--- config.mk ---
export PLATFORM = sky130hd
export DESIGN_NAME = drop_fifo_ctrl
export DESIGN_NICKNAME = d
export VERILOG_FILES = /design/src/rtl/drop_fifo_ctrl.sv
export SDC_FILE = /design/constraint.sdc
export NUM_CORES = 1
export LEC_CHECK = 0
export BUFFER_PORTS_ARGS = -buffer_cell sky130_fd_sc_hd__buf_4
export CAP_MARGIN = 10
export CORE_MARGIN = 2
export CORE_UTILIZATION = 24
export DETAILED_ROUTE_END_ITERATION = 12
export MAX_ROUTING_LAYER = met4
export SYNTH_ARGS = -nofsm -noshare
export SYNTH_HDL_FRONTEND = slang
export SYNTH_SLANG_ARGS = --single-unit
--- constraint.sdc ---
create_clock -name clk -period 3 [get_ports clk]
set_input_delay 0.3 -clock clk [delete_from_list [all_inputs] [get_ports clk]]
set_output_delay 0.3 -clock clk [all_outputs]
set_load 0.1 [all_outputs]
--- src/rtl/drop_fifo_ctrl.sv ---
// drop_fifo_ctrl
// ---------------------------------------------------------------------------
// Packet-level pointer controller for a dual-port packet buffer.
//
// Framed words (in_first / in_last) are written speculatively at wr_ptr.
// A packet is published to the read side only when its last word arrives.
// cmt_ptr then moves to the end of the packet. A drop request, an overflow or
// a framing error discards the partial packet by pulling wr_ptr back to
// cmt_ptr. The read side never looks past cmt_ptr.
//
// Ports
//   clk         system clock, all logic on posedge
//   rst         asynchronous active-low reset
//   in_data     write word
//   in_wr       word valid this cycle
//   in_first    word is first of packet
//   in_last     word is last of packet
//   drop_pkt    discard the packet currently being written
//   fiforead    read request
//   mem_addra   port A (write) address, registered
//   mem_dina    port A write data, registered
//   mem_wea     port A write enable, registered
//   mem_addrb   port B (read) address, combinational from rd_ptr
//   valid_data  port B output holds a valid read word this cycle
//   fill_level  committed words not yet read
//   commit_cnt  packets committed (saturating)
//   drop_cnt    packets dropped (saturating)
//   proto_err   one-cycle pulse on a framing error
//
// Port A writes lag the accepted word by one cycle. A single-word packet can
// therefore be read on the very cycle its word lands in memory. Port B must
// be write-first, or bypass port A, when the two addresses collide.
// ---------------------------------------------------------------------------

module drop_fifo_ctrl #(
    parameter int unsigned ADDR_W = 8,
    parameter int unsigned DATA_W = 72,
    parameter int unsigned CNT_W  = 16
) (
    input  logic              clk,
    input  logic              rst,
    input  logic [DATA_W-1:0] in_data,
    input  logic              in_wr,
    input  logic              in_first,
    input  logic              in_last,
    input  logic              drop_pkt,
    input  logic              fiforead,
    output logic [ADDR_W-1:0] mem_addra,
    output logic [DATA_W-1:0] mem_dina,
    output logic              mem_wea,
    output logic [ADDR_W-1:0] mem_addrb,
    output logic              valid_data,
    output logic [ADDR_W:0]   fill_level,
    output logic [CNT_W-1:0]  commit_cnt,
    output logic [CNT_W-1:0]  drop_cnt,
    output logic              proto_err
);

    localparam logic [1:0] ST_IDLE    = 2'd0;
    localparam logic [1:0] ST_PKT     = 2'd1;
    localparam logic [1:0] ST_DISCARD = 2'd2;

    localparam logic [ADDR_W:0]  PTR_ONE  = {{ADDR_W{1'b0}}, 1'b1};
    // Occupancy at which every buffer slot holds unread data.
    localparam logic [ADDR_W:0]  FULL_LVL = {1'b1, {ADDR_W{1'b0}}};
    localparam logic [CNT_W-1:0] CNT_ONE  = {{(CNT_W-1){1'b0}}, 1'b1};

    logic [1:0]        state_q, state_d;
    logic [ADDR_W:0]   wr_ptr_q, wr_ptr_d;
    logic [ADDR_W:0]   cmt_ptr_q, cmt_ptr_d;
    logic [ADDR_W:0]   rd_ptr_q;

    logic              wea_d;
    logic [ADDR_W-1:0] addra_d;
    logic              perr_d;
    logic              commit_evt;
    logic              drop_evt;
    logic              rd_en;

    logic [ADDR_W:0]   wr_level;
    logic [ADDR_W:0]   cmt_level;
    logic              wr_full;
    logic              cmt_full;

    // Occupancy is measured against rd_ptr. A read in the same cycle does not
    // free a slot until the next cycle, so the check is conservative.
    assign wr_level  = wr_ptr_q - rd_ptr_q;
    assign cmt_level = cmt_ptr_q - rd_ptr_q;
    assign wr_full   = (wr_level == FULL_LVL);
    assign cmt_full  = (cmt_level == FULL_LVL);

    // Read uses the pre-update cmt_ptr. A packet committed this cycle becomes
    // visible next cycle.
    assign rd_en      = fiforead && (rd_ptr_q != cmt_ptr_q);
    assign mem_addrb  = rd_ptr_q[ADDR_W-1:0];
    assign fill_level = cmt_level;

    // ------------------------------------------------------------------
    // Write-side FSM and pointer next-state
    // ------------------------------------------------------------------
    always_comb begin
        state_d    = state_q;
        wr_ptr_d   = wr_ptr_q;
        cmt_ptr_d  = cmt_ptr_q;
        wea_d      = 1'b0;
        addra_d    = wr_ptr_q[ADDR_W-1:0];
        perr_d     = 1'b0;
        commit_evt = 1'b0;
        drop_evt   = 1'b0;

        case (state_q)
            ST_IDLE: begin
                if (in_wr) begin
                    if (!in_first) begin
                        // Stray word outside a packet.
                        perr_d = 1'b1;
                    end else if (wr_full) begin
                        // No room even for the first word: drop the whole packet.
                        drop_evt = 1'b1;
                        state_d  = in_last ? ST_IDLE : ST_DISCARD;
                    end else begin
                        wea_d    = 1'b1;
                        wr_ptr_d = wr_ptr_q + PTR_ONE;
                        if (in_last) begin
                            cmt_ptr_d  = wr_ptr_q + PTR_ONE;
                            commit_evt = 1'b1;
                        end else begin
                            state_d = ST_PKT;
                        end
                    end
                end
            end

            ST_PKT: begin
                if (drop_pkt) begin
                    wr_ptr_d = cmt_ptr_q;
                    drop_evt = 1'b1;
                    state_d  = (in_wr && in_last) ? ST_IDLE : ST_DISCARD;
                end else if (in_wr && in_first) begin
                    // A new first word aborts the partial packet. The new
                    // word restarts at cmt_ptr.
                    perr_d   = 1'b1;
                    drop_evt = 1'b1;
                    if (cmt_full) begin
                        wr_ptr_d = cmt_ptr_q;
                        state_d  = in_last ? ST_IDLE : ST_DISCARD;
                    end else begin
                        wea_d    = 1'b1;
                        addra_d  = cmt_ptr_q[ADDR_W-1:0];
                        wr_ptr_d = cmt_ptr_q + PTR_ONE;
                        if (in_last) begin
                            cmt_ptr_d  = cmt_ptr_q + PTR_ONE;
                            commit_evt = 1'b1;
                            state_d    = ST_IDLE;
                        end
                    end
                end else if (in_wr) begin
                    if (wr_full) begin
                        // Overflow behaves exactly like a drop request.
                        wr_ptr_d = cmt_ptr_q;
                        drop_evt = 1'b1;
                        state_d  = in_last ? ST_IDLE : ST_DISCARD;
                    end else begin
                        wea_d    = 1'b1;
                        wr_ptr_d = wr_ptr_q + PTR_ONE;
                        if (in_last) begin
                            cmt_ptr_d  = wr_ptr_q + PTR_ONE;
                            commit_evt = 1'b1;
                            state_d    = ST_IDLE;
                        end
                    end
                end
            end

            ST_DISCARD: begin
                if (in_wr && in_last) begin
                    state_d = ST_IDLE;
                end
            end

            default: begin
                state_d = ST_IDLE;
            end
        endcase
    end

    // ------------------------------------------------------------------
    // State, pointers and registered memory port A
    // ------------------------------------------------------------------
    always_ff @(posedge clk or negedge rst) begin
        if (!rst) begin
            state_q   <= ST_IDLE;
            wr_ptr_q  <= '0;
            cmt_ptr_q <= '0;
            rd_ptr_q  <= '0;
            mem_wea   <= 1'b0;
            mem_addra <= '0;
            mem_dina  <= '0;
            valid_data <= 1'b0;
            proto_err <= 1'b0;
        end else begin
            state_q   <= state_d;
            wr_ptr_q  <= wr_ptr_d;
            cmt_ptr_q <= cmt_ptr_d;
            if (rd_en) begin
                rd_ptr_q <= rd_ptr_q + PTR_ONE;
            end
            mem_wea <= wea_d;
            // Hold address/data between writes to avoid needless toggling.
            if (wea_d) begin
                mem_addra <= addra_d;
                mem_dina  <= in_data;
            end
            valid_data <= rd_en;
            proto_err  <= perr_d;
        end
    end

    // ------------------------------------------------------------------
    // Saturating statistics counters
    // ------------------------------------------------------------------
    always_ff @(posedge clk or negedge rst) begin
        if (!rst) begin
            commit_cnt <= '0;
            drop_cnt   <= '0;
        end else begin
            if (commit_evt && !(&commit_cnt)) begin
                commit_cnt <= commit_cnt + CNT_ONE;
            end
            if (drop_evt && !(&drop_cnt)) begin
                drop_cnt <= drop_cnt + CNT_ONE;
            end
        end
    end

endmodule

## After elaboration in Yosys (flattened, before gate mapping)

Cells that the tools add are included.

- Flip-flop bits (word level): 144
- Input bits: 79
- Output and inout bits: 132
- Logic and storage cells: 113

- Add/subtract/negate cells: 7
- Equality and inequality tests: 15
- Muxes and demuxes: 66
- Reductions and logical operators: 14

Operator list:

| operator | count |
|---|---|
| $mux W9 | 17 |
| $pmux W9 S2 | 2 |
| $add A16 B1 Y16 const B | 2 |
| $mux W8 | 4 |
| $reduce_and A16 Y1 | 2 |
| $add A9 B1 Y9 const B | 3 |
| $mux W2 | 13 |
| $mux W1 | 25 |
| $eq A9 B9 Y1 const B | 2 |
| $sub A9 B9 Y9 | 2 |
| $ne A3 B3 Y1 const B | 4 |
| $ne A2 B2 Y1 const B | 5 |
| $reduce_and A5 Y1 | 2 |
| $ne A9 B9 Y1 | 1 |
| $pmux W1 S2 | 4 |
| $reduce_and A7 Y1 | 1 |
| $pmux W2 S3 | 1 |
| $logic_and A1 B1 Y1 | 5 |
| $ne A4 B4 Y1 const B | 1 |
| $eq A2 B1 Y1 const B | 1 |
| $eq A2 B2 Y1 const B | 1 |
| $logic_not A1 Y1 | 2 |
| $logic_not A2 Y1 | 1 |
| $reduce_bool A2 Y1 | 1 |

## Depth between registers and ports, before layout

- Depth in word-level cells: 8
- Depth in mapped cells: 16
- Mapped depth without buffers: 13

## Worst setup path after synthesis

Ideal clock, no wire load.

- Path kind: reg-to-reg
- Start: register cmt_ptr_q[0]
- End: register mem_dina[0]
- Setup time: 0.125 ns
- Data arrival time: 4.535 ns
- Required time: 2.875 ns
- Path slack: -1.660 ns
- Cell stages (with the launch flop): 17
- Buffers on the path: 3
- Period minus slack after synthesis: 4.660 ns
- Cell sequence: dfrtp_1 > inv_1 > ha_1 > inv_1 > fa_1 > nand3_2 > a21oi_1 > nor3_1 > xnor2_1 > o2111ai_2 > and2_1 > buf_6 > nand2_4 > and2_4 > buf_8 > buf_12 > mux2_4

- Word-level cells in the longest chain between the ends: 6

RTL lines:

| element | RTL line | RTL |
|---|---|---|
| start, declared | 70 | `logic [ADDR_W:0] cmt_ptr_q, cmt_ptr_d;` |
| start signal, assigned | 204 | `cmt_ptr_q <= cmt_ptr_d;` |
| $sub A9 B9 Y9 | 88 | `assign cmt_level = cmt_ptr_q - rd_ptr_q;` |
| named net fill_level[8] | 53 | `output logic [ADDR_W:0] fill_level,` |
| $eq A9 B9 Y1 | 90 | `assign cmt_full = (cmt_level == FULL_LVL);` |
| $mux W1 | 144 | `if (cmt_full) begin` |
| $mux W1 | 139 | `end else if (in_wr && in_first) begin` |
| $mux W1 | 135 | `if (drop_pkt) begin` |
| $pmux W1 S2 | 111 | `case (state_q)` |
| end signal, assigned | 212 | `mem_dina <= in_data;` |
| end, declared | 49 | `output logic [DATA_W-1:0] mem_dina,` |

The timed path passes the listed nets, and every way through them passes these cells.
A chain may end at the register's enable or synchronous reset.

## Final worst setup path

- Start: register cmt_ptr_q[0]
- End: register mem_dina[44]

- Word-level cells in the longest chain between the ends: 6

RTL lines:

| element | RTL line |
|---|---|
| $sub A9 B9 Y9 | 88 |
| $eq A9 B9 Y1 | 90 |
| $mux W1 | 144 |
| $mux W1 | 139 |
| $mux W1 | 135 |
| $pmux W1 S2 | 111 |

No other way between the ends.

==> impl_metrics.tcl <==
set metrics [dict create \
    grt-ovfl-total 0 \
    finClkSkew_ns 0.0112 \
    preCtsSetupSlack_ns -0.182 \
    gp_congestion 0.852 \
    ys_top_cells_by_area "dfrtp_1 (45%), mux2_4 (13%), xnor2_1 (3.9%), ha_1 (3.3%), a21oi_1 (2.2%)" \
    fin_nets 1101 \
    violations "negative setup slack" \
    relSlewSlack 0.557 \
    rsz0062_at_grt "yes" \
    critPathArrivalTime_ns 3.44 \
    synth_flop_cell "dfrtp_1" \
    io_pins 211 \
    min_path_type "in -> reg" \
    die_w_um 186 \
    finalMaxSlewViolations 0 \
    ant_nets 0 \
    critPathRequiredTime_ns 3.32 \
    fin_crit_sh 1.04 \
    dr.pass1.iters 5 \
    yosysUniqueCellTypes 79 \
    synth_edf_count 0 \
    cts_tree "yes" \
    drive_gt1_frac 0.500 \
    synth-seq-cells 144 \
    antenna_found_initial 1 \
    grt_pass1_vias 6398 \
    whs_ns 0.0904 \
    insertion_delay_ns 0.43 \
    fin_tns_setup_ns -5.98 \
    core_mm2 0.0325 \
    die_area_mm2 0.0346 \
    maxCapViolations 0 \
    crit_type "reg -> reg" \
    path_clk_slew_ns 0.07 \
    hold_viol 0 \
    synth_fp_nets 798 \
    yosysSeqAreaShare 0.454 \
    tightest_slew_ns 0.665 \
    yosys_warnings 0 \
    drc 0 \
    wl_per_cell_um 16.4 \
    cts_sinks 144 \
    syn_inst 697 \
    wl_um 23800 \
    vias_per_cell 4.54 \
    area_growth_pct 48.1 \
    syn_area_mm2 0.00794 \
    num_vias 6612 \
    numCtsBuffers 17 \
    drt_iter0_drc 352 \
    grt_start_max_net_pins 68 \
    synth_top_area_cell "dfrtp_1" \
    fmax_mhz 320 \
    root_buffer "clkbuf_16" \
    critPathLaunchType "register" \
    min_period_ns 3.13 \
    htreeDepth 4 \
    num_rows 66 \
    path_max_fanout 15 \
    start_util 0.244 \
    cts_buffer_depth 2 \
    layout_setup_ws_ns -0.127 \
    status "finished with violations" \
    grt_pass1_wl_um 35300 \
    synth.top_cell.area_share 0.454 \
    portBuffers 210 \
    postSynthAreaPerCell_um2 11.4 \
    hpwl_um 17300 \
    track_usage 0.136 \
    die-height_um 186 \
    setup_viol 79 \
    worst_setup_path_end_kind "register" \
    ys_async_sr_fraction 1.00 \
]
[cells in the mapped netlist, types with 4 or more instances]
master / count
a21oi_1: 35
nor3_1: 16
buf_12: 7
mux2_2: 5
buf_4: 8
buf_6: 4
nand3_1: 34
a31oi_1: 4
o22ai_1: 17
a211oi_1: 4
o211ai_1: 7
and2_1: 4
inv_1: 36
xor2_1: 19
nor2b_1: 8
nand4_1: 9
ha_1: 21
mux2_4: 71
mux2i_1: 5
and3_1: 11
nand2_1: 46
o21ai_0: 24
xnor2_1: 35
clkbuf_1: 16
nand2b_1: 4
nor2_1: 24
dfrtp_1: 144
[registers in the layout (all words and copies together) (netlist names)]
register	flops
cmt_ptr_q	9
commit_cnt	16
drop_cnt	16
mem_addra	8
mem_dina	72
mem_wea	1
proto_err	1
rd_ptr_q	9
state_q	2
valid_data	1
wr_ptr_q	9
[critical path: stages (launching register included)]
cell	delay (ns)
dfrtp_2	0.40
inv_2	0.07
ha_4	0.12
inv_2	0.03
fa_2	0.38
xor2_4	0.17
or3_4	0.34
nor4_4	0.22
o2111ai_2	0.18
and2_4	0.20
nand2_4	0.08
and2_4	0.18
buf_12	0.14
buf_12	0.17
mux2_4	0.31
[layer usage]
layer  vias up  wire length [um]  GRT usage
met5         -                 0          -
met3        26              1990     0.0434
met1      3201             10000      0.163
met4         0               284     0.0419
li1       3119                 -          -
met2       266             11500      0.218
[metrics by stage]
step                area, um2  utilization  std cells
CTS                     11300        0.347       1436
global route            11800        0.361       1456
finish                  11800        0.361       1456
global placement        10600        0.327       1402
detailed placement      10600        0.327       1402
floorplan                8080            -        697
[path summary, 6_finish.rpt]
check	start	endpoint	slack (ns)	cells after the start
setup reg to reg	cmt_ptr_q[0]	mem_dina[44]	-0.13	14
setup / recovery	cmt_ptr_q[0]	mem_dina[44]	-0.13	14
hold / removal	in_data[61]	mem_dina[61]	0.09	2
hold reg to reg	commit_cnt[8]	commit_cnt[8]	0.49	1
min in group asynchronous	rst	mem_dina[41]	0.46	2
max in group asynchronous	rst	rd_ptr_q[8]	1.67	3
[area by class of cell]
| type | count | area [um2] |
|---|---|---|
| Sequential cell | 144 | 3600 |
| Fill cell | 3184 | 20800 |
| Clock inverter | 14 | 156 |
| Antenna cell | 1 | 2.50 |
| Multi-Input combinational cell | 480 | 4270 |
| Clock buffer | 18 | 429 |
| Inverter | 36 | 135 |
| Timing Repair Buffer | 321 | 2610 |
| Tap cell | 442 | 553 |
[cells by family after synthesis]
| logic type | after synthesis | synth area share |
|---|---|---|
| buf+inv | 74 | 0.0586 |
| compound gates | 137 | 0.117 |
| simple gates | 184 | 0.125 |
| fa+ha+maj | 22 | 0.0356 |
| mux | 81 | 0.148 |
| flops | 144 | 0.454 |
| xor+xnor | 55 | 0.0616 |
[cell usage in the layout, fill, tap and decap left out, types with 4 or more instances in the layout]
cell and count:
o211ai_1 7, xnor2_1 33, xor2_1 17, nor2_2 7
nand3_1 31, ha_4 4, o22ai_1 14, buf_12 8
a21oi_2 8, nor2_1 17, ha_1 16, inv_1 31
nor2b_1 8, nor3_1 9, mux2i_1 5, and3_1 11
a21oi_1 28, a31oi_1 4, mux2_2 4, nand2_1 45
inv_2 5, clkbuf_16 21, o21ai_1 6, nand2b_1 4
o21ai_0 17, nor3_2 5, buf_4 300, nand4_1 9
dfrtp_1 143, buf_6 8, mux2_4 72
[repair_timing]
item	CTS	global route
hold buffers	1	0
pin swaps	3	14
gates resized for setup	13	55
endpoints found under the setup margin	111	126
hold endpoints to repair	65	0
cloned	1	4
setup buffers	0	15
Power is not shown: default switching activity piles up to over one toggle a cycle in this logic, so the estimate is an artifact.
